==> config.mk <==
export PLATFORM = sky130hd
export DESIGN_NAME = aliens_palram_arb
export DESIGN_NICKNAME = d
export VERILOG_FILES = /design/src/rtl/aliens_palram_arb.sv
export SDC_FILE = /design/constraint.sdc
export NUM_CORES = 1
export LEC_CHECK = 0
export ABC_AREA = 0
export CAP_MARGIN = 20
export CORE_ASPECT_RATIO = 1.75
export CORE_MARGIN = 8
export CORE_UTILIZATION = 40
export CTS_CLUSTER_SIZE = 24
export DETAILED_ROUTE_END_ITERATION = 10
export HOLD_SLACK_MARGIN = 0.02
export PLACE_DENSITY = 0.71
export SLEW_MARGIN = 20
export SYNTH_ARGS = -nofsm -noshare
export SYNTH_HDL_FRONTEND = slang
export SYNTH_SLANG_ARGS = --single-unit
==> constraint.sdc <==
create_clock -name clk -period 2.86 [get_ports clk]
set_clock_uncertainty 0.15 [all_clocks]
set_input_delay 0.858 -clock clk [delete_from_list [all_inputs] [get_ports clk]]
set_output_delay 0.858 -clock clk [all_outputs]
set_load 0.01 [all_outputs]
==> src/rtl/aliens_palram_arb.sv <==
// rtl/aliens_palram_arb.sv - palette RAM arbiter between CPU and video fetch
module aliens_palram_arb #(
  parameter int AW         = 11,
  parameter int STARVE_MAX = 4
) (
  input  logic          clk,
  input  logic          reset_n,
  input  logic          cpu_req,
  input  logic          cpu_we,
  input  logic [AW-1:0] cpu_addr,
  input  logic [7:0]    cpu_din,
  output logic [7:0]    cpu_dout,
  output logic          cpu_ack,
  input  logic          vid_req,
  input  logic [AW-1:0] vid_addr,
  output logic [7:0]    vid_dout,
  output logic          vid_valid,
  output logic          vid_ovf,
  output logic [AW-1:0] ram_addr,
  output logic [7:0]    ram_wdata,
  output logic          ram_we,
  input  logic [7:0]    ram_q
);

  localparam int CW = $clog2(STARVE_MAX + 1);
  localparam logic [CW-1:0] SMAX = CW'(STARVE_MAX);

  typedef enum logic [2:0] {IDLE, VID_ISS, VID_DAT, CPU_ISS, CPU_DAT} state_t;

  state_t        state, state_n;
  logic          vid_pend;
  logic [AW-1:0] pend_addr;
  logic          cpu_q;
  logic          cpu_done;
  logic          acc_we;
  logic [CW-1:0] starve_cnt;
  logic [7:0]    cpu_dout_r;
  logic [7:0]    vid_dout_r;
  logic          cpu_elig;
  logic          arb_slot;
  logic          grant_vid;
  logic          grant_cpu;

  // cpu_req is registered so a CPU request and a same-cycle video pulse reach arbitration together
  always_comb begin
    cpu_elig  = cpu_q & ~cpu_done;
    arb_slot  = (state == IDLE) || (state == VID_DAT) || (state == CPU_DAT);
    grant_vid = 1'b0;
    grant_cpu = 1'b0;
    if (arb_slot) begin
      if (vid_pend && (starve_cnt < SMAX)) begin
        grant_vid = 1'b1;
      end else if (cpu_elig) begin
        grant_cpu = 1'b1;
      end else if (vid_pend) begin
        grant_vid = 1'b1;
      end
    end
    state_n = IDLE;
    case (state)
      VID_ISS: state_n = VID_DAT;
      CPU_ISS: state_n = CPU_DAT;
      default: begin
        if (grant_vid) begin
          state_n = VID_ISS;
        end else if (grant_cpu) begin
          state_n = CPU_ISS;
        end
      end
    endcase
  end

  assign cpu_ack   = (state == CPU_DAT);
  assign vid_valid = (state == VID_DAT);
  assign cpu_dout  = (cpu_ack && !acc_we) ? ram_q : cpu_dout_r;
  assign vid_dout  = vid_valid ? ram_q : vid_dout_r;

  always_ff @(posedge clk) begin
    if (!reset_n) begin
      state      <= IDLE;
      vid_pend   <= 1'b0;
      pend_addr  <= '0;
      vid_ovf    <= 1'b0;
      cpu_q      <= 1'b0;
      cpu_done   <= 1'b0;
      acc_we     <= 1'b0;
      starve_cnt <= '0;
      ram_we     <= 1'b0;
      ram_addr   <= '0;
      ram_wdata  <= '0;
      cpu_dout_r <= '0;
      vid_dout_r <= '0;
    end else begin
      state      <= state_n;
      cpu_q      <= cpu_req;
      cpu_dout_r <= cpu_dout;
      vid_dout_r <= vid_dout;

      // a serviced request stays ineligible until cpu_req has been seen low
      if (grant_cpu) begin
        cpu_done <= 1'b1;
      end else if (!cpu_q) begin
        cpu_done <= 1'b0;
      end

      if (grant_cpu || !cpu_elig) begin
        starve_cnt <= '0;
      end else if (grant_vid && (starve_cnt < SMAX)) begin
        starve_cnt <= starve_cnt + 1'b1;
      end

      // the slot frees up in the cycle it is issued, so a pulse then is accepted
      if (vid_req && (!vid_pend || grant_vid)) begin
        vid_pend  <= 1'b1;
        pend_addr <= vid_addr;
      end else if (grant_vid) begin
        vid_pend <= 1'b0;
      end
      if (vid_req && vid_pend && !grant_vid) begin
        vid_ovf <= 1'b1;
      end

      ram_we <= grant_cpu & cpu_we;
      if (grant_vid) begin
        ram_addr <= pend_addr;
      end else if (grant_cpu) begin
        ram_addr  <= cpu_addr;
        ram_wdata <= cpu_din;
        acc_we    <= cpu_we;
      end
    end
  end

endmodule
* Word-level counts from Yosys, hierarchy flattened
Cells that the tools add are included.
Word-level totals: word-level logic and storage cells 62, input bits 43, output and inout port bits 39, register bits after elaboration 58
Cells by class: eq/ne operators 5, magnitude comparators 1, add/sub/neg operators 1, mux-type cells 18, bitwise logic cells 5, reduce and logical (&&, ||, !) cells 19
Operators by type and width (number):
- 2-to-1 mux 11 bit | 2
- 2-to-1 mux 8 bit | 2
- 2-to-1 mux 1 bit | 11
- == test 3 x 2 -> 1 bit, second input constant | 2
- logical AND 1 bit | 6
- one-hot mux 3 bit (2 select lines) | 1
- zero test 1 bit | 4
- logical OR 1 bit | 4
- 2-to-1 mux 2 bit | 2
- nonzero test 2 bit | 2
- adder 3 x 1 -> 3 bit, second input constant | 1
- == test 3 x 1 -> 1 bit, second input constant | 1
- == test 3 bit, second input constant | 1
- zero test 3 bit | 1
- less-than comparator 3 bit, second input constant | 1
- inverter 1 bit | 3
- bitwise AND 1 bit | 2
- inequality test 2 x 1 -> 1 bit, second input constant | 1
- AND reduction 2 bit | 1
- OR reduction 2 bit | 1

* Logic depth before layout (Yosys ltp)
depth after elaboration 8, gate-level depth with buffers 5, mapped depth without buffers 3

* Least setup slack after synthesis
OpenSTA, ideal clock, no wires.
path kind register to output, start reg state[0], end out cpu_dout[0], slack 0.623 ns, arrival 1.229 ns, buffers on the path 0, cell stages (with the launch flop) 3, cell sequence dfxtp_1 nor4b_4 mux2_2
Between the ends: word-level cells in the longest chain between the ends 3
Ends and longest elaborated chain:
- start, declared | RTL line 30 | state_t state, state_n;
- start signal, assigned | RTL line 94 | state <= state_n;
- == test 3 bit | RTL line 73 | assign cpu_ack = (state == CPU_DAT);
- logical AND 1 bit | RTL line 75 | assign cpu_dout = (cpu_ack && !acc_we) ? ram_q : cpu_dout_r;
- 2-to-1 mux 8 bit | RTL line 75
- end, declared | RTL line 12 | output logic [7:0] cpu_dout,
No other way between the ends.

* Final worst setup path
start in ram_q[0], end out vid_dout[0]
Between the ends: word-level cells in the longest chain between the ends 1
Ends and longest elaborated chain:
- start, declared | RTL line 22 | input logic [7:0] ram_q
- 2-to-1 mux 8 bit | RTL line 76 | assign vid_dout = vid_valid ? ram_q : vid_dout_r;
- end, declared | RTL line 16 | output logic [7:0] vid_dout,
No other way between the ends.

==> out/qor.txt <==
Synth-to-Final Area Change - 43.6%
Buffer count from post-CTS setup fixing - 0
Hold EP - pend_addr[7]$_SDFFE_PN0P_
Worst slew pin tran - 852 ps
Reg-to-Reg Start - state[1]$_SDFF_PN0_
Worst Hold Class - reg2reg
Crit Path Class - in2out
Hold Path Cell Cnt - 2
Reg clk slew, reported paths - 70 ps
Vias in the first global route - 2229
Total leakage power - 0.00136 µW
Pre-CTS WS - -210 ps
Net Sw Frac - 0.259
Core Region - 6130 µm²
Met3 global-route usage - 0.0481
Final Max Slew Viols - 0
Cts hold-fix bufs - 0
Yosys cell types - 33
Final Setup Violations - 0
Met2 usage - 0.253
TritonCTS Buffers - 9
Residual DRC count - 0
RSZ-0062 raised after global routing - no
Vias - 2284
Slew headroom - 0.432
Worst VDD drop - 0.525 mV
DP HPWL - 4720 µm
I/O Buffers - 81
GPL Wtd Cong - 0.783
Net switching power - 502 µW
Initial antenna violation count - 0
CP endpoint kind - output pin
Reg2reg end - ram_addr[7]$_SDFFE_PN0P_
Later-pin clock latency in the skew report - 340 ps
Int Pwr - 1430 µW
Share of post-route cells with drive strength above 1 - 0.151
CP required - 1850 ps
Drt wl/cell - 16.4 µm
Die height - 121 µm
Reg2Reg Depth - 4
Die X - 75.9 µm
Power per cell area - 538 nW/µm²
Row count - 38
Warnings from Yosys - 0
Post-layout util - 0.587
Grt met1 use - 0.175
CTS Buffer Depth - 2
Status - completed
Initial core utilization - 0.409
Clk sink count - 58
Final #Nets - 383
Syn_area_per_cell - 9.53 µm²
Cell chain of the critical path - clkdlybuf4s50_1 > mux2_2 > clkdlybuf4s15_1
Final WL - 6950 µm
Critical Path AT - 1800 ps
H-Tree Depth - 3
Post-synth EDFFs - 0
Post-route ant nets - 0
Most common cell after layout, fill and taps aside - clkdlybuf4s50_1
Mapped Cells - 263
GR peak layer - met2
Post-Syn Nets - 307
Largest net degree at the start of global routing - 39
I/O pin count - 82
Initial DRC Count - 162
Combinational power share - 0.157
Clock power frac - 0.391
TritonCTS clock tree - built
Most frequent cells in the layout - clkdlybuf4s50_1 (64), dfxtp_1 (55), nand2_1 (30)
Global route total overflow - 0
Global-route wire length before repair - 10800 µm
Vias per cell - 5.39
Final Hold Fails - 0
Ant. Diodes - 0
Final setup margin - 50.4 ps
GRT Overall Usage - 0.155
Seq cells post-synth - 58
Kind of start point of the critical path - input port
Fin crit period - 2810 ps
Critical-path top delay cell - clkdlybuf4s50_1
Area of the multi-input gates - 1230 µm²
Worst-path maximum fanout - 2
Area of the mapped netlist - 2510 µm²
Fraction of registers with async set/reset - 0
HP Start - pend_addr[7]$_SDFFE_PN0P_
Fin crit share - 0.982
Filler instances - 548
Post-synthesis sequential area ratio - 0.463
Top_reg_cell synth - dfxtp_1
Max Cap Violations - 0
Slowest Stage Delay on Critical Path - 410 ps
Register area - 1170 µm²
F_max - 356 MHz
DR pass1 iterations - 4
Seq pwr share - 0.452
Die area - 9160 µm²
CTS Root Cell - clkbuf_8
Reg2reg setup slack - 850 ps
==> per-stage QoR <==
step | cells | hold slack (ps) | area (µm²) | power (µW) | setup TNS (ps)
after CTS | 423 | 314 | 3560 | 1950 | 0
after floorplan | 263 | 283 | 2510 | 1040 | 0
after global routing | 424 | 327 | 3600 | 2020 | 0
after global placement | 407 | 292 | 3370 | 1200 | -2840
final | 424 | 311 | 3600 | 1940 | 0
after detailed placement | 407 | 297 | 3370 | 1200 | -3000
==> power by group through the flow <==
stage / logic, µW / registers, µW / clock network [µW]
after floorplan: 146 / 897 / 0
after global placement: 305 / 892 / 0
after detailed placement: 307 / 892 / 0
after CTS: 301 / 875 / 772
after global routing: 328 / 880 / 810
final: 304 / 876 / 757
==> kinds of logic (layout without fill, tap and decap cells) <==
group,after synthesis,count (layout),synth area share
simple gates,85,85,0.189
mux,27,27,0.116
flops,58,58,0.463
fa+ha+maj,1,1,0.00499
compound gates,63,63,0.178
buf+inv,29,110,0.0499
==> final cells by class <==
| class | instances | area share |
|---|---|---|
| sequential | 58 | 0.324 |
| inverter | 3 | 0.00313 |
| tap | 80 | 0.0278 |
| timing repair buffer | 91 | 0.245 |
| multi-input combinational | 176 | 0.343 |
| clock buffer | 10 | 0.0382 |
| clock inverter | 6 | 0.0184 |
==> synthesized netlist by cell type (2+ instances only) <==
cell type  count  share of area
o41ai_1       11          0.038
nand2b_1       2         0.0050
o31ai_1       21          0.063
and2_1        17          0.042
dfxtp_1       58           0.46
clkbuf_1      19          0.028
a31oi_1       11          0.027
inv_1          3         0.0045
nor2b_1        2         0.0050
nor2_1         3         0.0045
nand2_1       30          0.045
buf_2          4         0.0080
mux2i_1       11          0.044
nand4_1       20          0.050
buf_4          3         0.0090
or3_1          2         0.0050
mux2_2        16          0.072
a21oi_1       14          0.028
nor3b_1        2         0.0060
==> routing by layer <==
metal	share of wire	wire, µm	up-vias
li1	-	-	1129
met1	0.39	2720	1069
met2	0.52	3640	77
met3	0.063	438	9
met4	0.022	153	0
met5	0	0	-
==> sequential cells by signal (all words and copies together), names as in the netlist <==
| register | cells |
|---|---|
| pend_addr | 11 |
| ram_addr | 11 |
| cpu_dout_r | 8 |
| ram_wdata | 8 |
| vid_dout_r | 8 |
| starve_cnt | 3 |
| state | 3 |
| acc_we | 1 |
| cpu_done | 1 |
| cpu_q | 1 |
| ram_we | 1 |
| vid_ovf | 1 |
| vid_pend | 1 |
==> critical path: cells and delay by family <==
family,cells,cell delay [ps]
mux,1,280
buf+inv,2,670
==> worst max-delay path by stage <==
stage                              from     endpoint  slack [ps]  cells after the start
global placement               ram_q[4]  cpu_dout[4]        -200                      3
global route                   ram_q[0]  vid_dout[0]           5                      3
floorplan           state[0]$_SDFF_PN0_  cpu_dout[0]         620                      2
finish                         ram_q[0]  vid_dout[0]          50                      3
CTS                            ram_q[4]  vid_dout[4]           2                      3
detailed placement             ram_q[4]  cpu_dout[4]        -210                      3
==> what timing repair did <==
action	CTS	global route
endpoints found under the hold margin	0	0
gates cloned	0	1
resized for setup	19	21
pin swaps	0	0
setup endpoints to repair	16	15
Note: power is estimated with default switching activity, not from simulation.
